$ cat src/rtl/stopwatch_pkg.sv
// Shared types and constants for the stopwatch control path and its time-counter datapath.
package stopwatch_pkg;

  typedef enum logic [1:0] {
    IDLE  = 2'b00,
    RUN   = 2'b01,
    PAUSE = 2'b10,
    LAP   = 2'b11
  } sw_state_t;

  localparam int unsigned TICK_DIV_DEFAULT = 50_000_000;

  localparam int unsigned SEC_MAX  = 59;
  localparam int unsigned MIN_MAX  = 59;
  localparam int unsigned HOUR_MAX = 23;

endpackage

$ cat src/rtl/sw_tick_gen.sv
// Prescaler turning clk into one-cycle count-enable ticks every TICK_DIV running cycles.
module sw_tick_gen
  import stopwatch_pkg::*;
#(
  parameter int unsigned TICK_DIV = TICK_DIV_DEFAULT
) (
  input  logic clk,
  input  logic rst_n,
  input  logic run,
  input  logic clr,
  output logic tick
);

  localparam int unsigned W = $clog2(TICK_DIV);
  localparam logic [W-1:0] LAST = W'(TICK_DIV - 1);

  logic [W-1:0] presc;

  // Clear wins over a coinciding wrap so the counter never sees tick and clear together;
  // when not running the prescaler holds, keeping the sub-second fraction across pause.
  always_ff @(posedge clk or negedge rst_n) begin
    if (!rst_n) begin
      presc <= '0;
      tick  <= 1'b0;
    end else if (clr) begin
      presc <= '0;
      tick  <= 1'b0;
    end else if (run) begin
      if (presc == LAST) begin
        presc <= '0;
        tick  <= 1'b1;
      end else begin
        presc <= presc + W'(1);
        tick  <= 1'b0;
      end
    end else begin
      tick <= 1'b0;
    end
  end

endmodule

$ cat src/rtl/stopwatch_ctrl.sv
// Stopwatch control sequencer: button press detection, run/pause/lap FSM and count-tick generation.
module stopwatch_ctrl
  import stopwatch_pkg::*;
#(
  parameter int unsigned TICK_DIV = TICK_DIV_DEFAULT
) (
  input  logic       clk,
  input  logic       rst_n,
  input  logic       btn_start_stop,
  input  logic       btn_lap,
  input  logic       btn_clear,
  output logic       cnt_en,
  output logic       cnt_clr,
  output logic       disp_hold,
  output logic       running,
  output logic [1:0] state
);

  logic      ss_q, lap_q, clr_q;
  logic      ss_press, lap_press, clr_press;
  logic      counting;
  sw_state_t state_q, state_d;

  assign ss_press  = btn_start_stop & ~ss_q;
  assign lap_press = btn_lap & ~lap_q;
  assign clr_press = btn_clear & ~clr_q;
  assign counting  = (state_q == RUN) || (state_q == LAP);
  assign state     = state_q;

  // Priority clear > start_stop > lap: lower-priority presses on the same edge are dropped.
  always_comb begin
    state_d = state_q;
    if (clr_press) begin
      state_d = IDLE;
    end else begin
      case (state_q)
        IDLE:    if (ss_press) state_d = RUN;
        RUN:     if (ss_press) state_d = PAUSE;
                 else if (lap_press) state_d = LAP;
        LAP:     if (ss_press) state_d = PAUSE;
                 else if (lap_press) state_d = RUN;
        PAUSE:   if (ss_press) state_d = RUN;
        default: state_d = IDLE;
      endcase
    end
  end

  always_ff @(posedge clk or negedge rst_n) begin
    if (!rst_n) begin
      ss_q      <= 1'b0;
      lap_q     <= 1'b0;
      clr_q     <= 1'b0;
      state_q   <= IDLE;
      cnt_clr   <= 1'b0;
      disp_hold <= 1'b0;
      running   <= 1'b0;
    end else begin
      ss_q      <= btn_start_stop;
      lap_q     <= btn_lap;
      clr_q     <= btn_clear;
      state_q   <= state_d;
      cnt_clr   <= clr_press;
      disp_hold <= (state_d == LAP);
      running   <= (state_d == RUN) || (state_d == LAP);
    end
  end

  sw_tick_gen #(
    .TICK_DIV(TICK_DIV)
  ) u_tick_gen (
    .clk  (clk),
    .rst_n(rst_n),
    .run  (counting),
    .clr  (clr_press),
    .tick (cnt_en)
  );

endmodule

$ cat config.mk
export PLATFORM = sky130hd
export DESIGN_NAME = stopwatch_ctrl
export DESIGN_NICKNAME = d
export VERILOG_FILES = /design/src/rtl/stopwatch_pkg.sv /design/src/rtl/sw_tick_gen.sv /design/src/rtl/stopwatch_ctrl.sv
export SDC_FILE = /design/constraint.sdc
export NUM_CORES = 1
export LEC_CHECK = 0
export ABC_CLOCK_PERIOD_IN_PS = 2400
export BUFFER_PORTS_ARGS = -buffer_cell sky130_fd_sc_hd__buf_4
export CAP_MARGIN = 25
export CORE_UTILIZATION = 35
export DETAILED_ROUTE_END_ITERATION = 12
export PLACE_DENSITY = 0.51
export SLEW_MARGIN = 20
export SYNTH_ARGS = -nofsm -noshare
export SYNTH_HDL_FRONTEND = slang
export SYNTH_SLANG_ARGS = --single-unit
export TNS_END_PERCENT = 20
$ cat constraint.sdc
create_clock -name clk -period 2.4 [get_ports clk]
set_clock_uncertainty 0.05 [all_clocks]
set_input_delay 0.12 -clock clk [delete_from_list [all_inputs] [get_ports clk]]
set_output_delay 0.12 -clock clk [all_outputs]
set_load 0.1 [all_outputs]
==> impl_metrics.csv <==
group,metric,value,unit
clock_tree,clk-insertion-delay-late,0.28,ns
timing,finalSetupViolations,0,
power_and_ir_drop,peakVddDrop,0.291,mV
logic_synthesis,synth_fp_nets,177,
timing,setup_tns,0,ns
power_and_ir_drop,total_power,0.00134,W
logic_synthesis,seq_area_frac_synth,48.6,%
timing,worst_slack,0.424,ns
clock_tree,clock_sinks,34,
die,initial_core_util,36.8,%
logic_synthesis,netlist_top_cells_area,"dfrtp_1 49%, xor2_1 9.5%, nand3_1 5.4%",
clock_tree,tritoncts,"built",
die,coreArea,0.00475,mm^2
timing,final-hold-violation-count,0,
flow_run,cap_violations,0,
layout,insertedDiodeCount,0,
route,vias,1280,
timing,period_needed,1.98,ns
power_and_ir_drop,leakage,0.858,nW
min_path,hold_class,"input pin to asynchronous set/reset pin",
logic_synthesis,netlist_instances,171,
grt,grtUsageTotal,15.7,%
layout,drive_above_1_share,20.0,%
power_and_ir_drop,power.switching,0.000431,W
grt,grt_pass1_vias,1293,
clock_tree,h-tree-depth,2,
layout,area_delta_synth_final,15.0,%
logic_synthesis,yosysMostFrequentCell,"dfrtp_1",
clock_tree,cts_buffer_depth,2,
logic_synthesis,avgSynthCellArea,10.2,um^2
die,dieWidth,72.7,um
place,dp_hpwl,2.43,mm
grt,grt_pass1_wl,6.18,mm
critical_path,worstSetupPathType,"flip-flop to flip-flop",
route,wl,3.56,mm
logic_synthesis,synth_top_flop_cell,"dfrtp_1",
critical_path,cp.arrival,2.09,ns
power_and_ir_drop,cellPowerDensity,666,mW/mm^2
route,ant_nets,0,
logic_synthesis,synth_cell_types,34,
die,ios,11,
logic_synthesis,synth_common_cells,"34 x dfrtp_1, 19 x nand3_1, 19 x nor2_1, 19 x xor2_1, 14 x nand2_1",
clock_tree,cts-root-buf,"clkbuf_8",
die,std_cell_rows,25,
logic_synthesis,synth_edf_count,0,
logic_synthesis,ys_seq_elements,34,
logic_synthesis,synth.largest_area_cell,"dfrtp_1",
critical_path,r2r_slack,0.42,ns
critical_path,critPathLaunchType,"flip-flop",
power_and_ir_drop,swShare,32.2,%
route,dr.pass1.iters,6,
place,place_congestion,0.831,
timing,worst_pin_slew,0.583,ns
timing,relSlewSlack,60.8,%
timing,rsz0062_at_grt,"no",
timing,slew_viol_final,0,
critical_path,worstPathRequired,2.51,ns
critical_path,critPathCaptureType,"flip-flop",
logic_synthesis,ys_warn_count,0,
logic_synthesis,netlist_area,0.00175,mm^2
route,drc,0,
critical_path,rr_worst_depth,6,
critical_path,startpoint,"u_tick_gen.presc[0]",
route,via_per_inst,4.98,
logic_synthesis,async_flop_share,100,%
die,fp.dieArea,0.00528,mm^2
grt,grt_overflow,0,
grt,grt_start_max_net_pins,35,
timing,fmax,506,MHz
power_and_ir_drop,internal_power,0.000909,W
critical_path,reg2reg_from,"u_tick_gen.presc[0]",
grt,antenna_found_initial,0,
logic_synthesis,synth_top_area_share,48.6,%
critical_path,cp_max_fo,6,
timing,finalCritPeriodShare,82.4,%
status,status,"finished clean",
place,dp_slack,0.435,ns
die,die_height,72.7,um
clock_tree,clk_pin_slew,0.07,ns
critical_path,r2r_end,"u_tick_gen.presc[14]",
place,port_buffers,10,
power_and_ir_drop,seq_power_share,48.8,%
route,wl_per_cell,13.9,um
power_and_ir_drop,clkPwrFrac,32.5,%
clock_tree,cts_buffers,5,
layout,final_util,42.3,%
power_and_ir_drop,power_frac_comb,18.7,%
route,drt_iter0_markers,84,
layout,finalNetCount,195,
-- layer usage --
metal  part of all wire [%]  track usage (%)  vias up
li1                       -                -      620
met1                     49             21.1      630
met2                     45             24.1       23
met3                    3.3             3.73        7
met4                    2.1             7.19        0
met5                      0                0        -
-- sequential cells by signal, summed over array words and instances (netlist names) --
| name | count |
|---|---|
| state | 1 |
| clr_q | 1 |
| disp_hold | 1 |
| running | 1 |
| ss_q | 1 |
| u_tick_gen.presc | 26 |
| lap_q | 1 |
| cnt_clr | 1 |
| u_tick_gen.tick | 1 |
-- layout by cell type, fill, tap and decap left out, types with 2 or more instances in the layout --
cell	synthesis	layout
dfrtp_1	34	34
nor2_1	19	19
nand3_1	19	19
xor2_1	19	19
nand2_1	14	14
buf_4	1	11
nor2_2	10	10
nand4_1	7	7
clkbuf_8	0	6
xnor2_1	5	5
nor2b_1	4	4
nor3_1	4	4
and3_1	4	4
dlygate4sd3_1	0	4
o21ai_0	3	3
a21oi_1	3	3
inv_1	2	2
nand3b_1	2	2
or4b_4	2	2
a31oi_1	2	2
-- cells by family after synthesis --
kind of cell | count (synthesis) | share of synthesized area, %
AOI/OAI and AO/OA | 10 | 4.43
xor gates and xnor gates | 24 | 12.0
adders and majority gates | 1 | 0.715
buffers and inverters | 6 | 2.43
DFF | 34 | 48.6
muxes | 1 | 0.572
and+or+nand+nor | 95 | 31.2
-- power by group through the flow --
| stage | combinational [W] | sequential, W | clock [W] |
|---|---|---|---|
| floorplan | 0.000127 | 0.000725 | 0 |
| global placement | 0.000245 | 0.000661 | 0 |
| detailed placement | 0.000249 | 0.000664 | 0 |
| CTS | 0.000254 | 0.000653 | 0.000451 |
| global route | 0.000278 | 0.000660 | 0.000477 |
| finish | 0.000251 | 0.000654 | 0.000435 |
-- through the flow --
| stage | std cells | hold slack [ns] | area (um^2) |
|---|---|---|---|
| finish | 257 | 0.262 | 2010 |
| global route | 257 | 0.300 | 2010 |
| CTS | 257 | 0.285 | 2010 |
| detailed placement | 245 | 0.0506 | 1880 |
| global placement | 245 | 0.0397 | 1880 |
| floorplan | 171 | -0.226 | 1750 |
-- area by class of cell --
type	instances	area, um^2
multi-input combinational	131	856
clock buffer	7	86.3
sequential	34	851
clock inverter	1	5.00
timing repair buffer	15	123
fill	483	2740
inverter	2	7.51
tap	67	83.8
-- worst max path at each step --
stage	endpoint	slack, ns
6_report	u_tick_gen.presc[14]	0.42
5_1_grt	u_tick_gen.presc[24]	0.23
4_1_cts	u_tick_gen.presc[24]	0.42
3_5_place_dp	u_tick_gen.presc[14]	0.43
3_3_place_gp	u_tick_gen.presc[18]	0.49
2_1_floorplan	u_tick_gen.presc[16]	0.17
-- critical path: stages, from the launching register on --
cell	delay (ns)
dfrtp_1	0.42
ha_1	0.23
nand4_1	0.23
a2111oi_4	0.54
nand3_1	0.15
xor2_1	0.19
nor2_2	0.04
-- repair_timing --
item | 4_1_cts | 5_1_grt
resized for setup | 0 | 0
hold endpoints to repair | 37 | 0
setup buffers | 0 | 0
hold buffers | 4 | 0
Note: power is estimated with default switching activity, not from simulation.
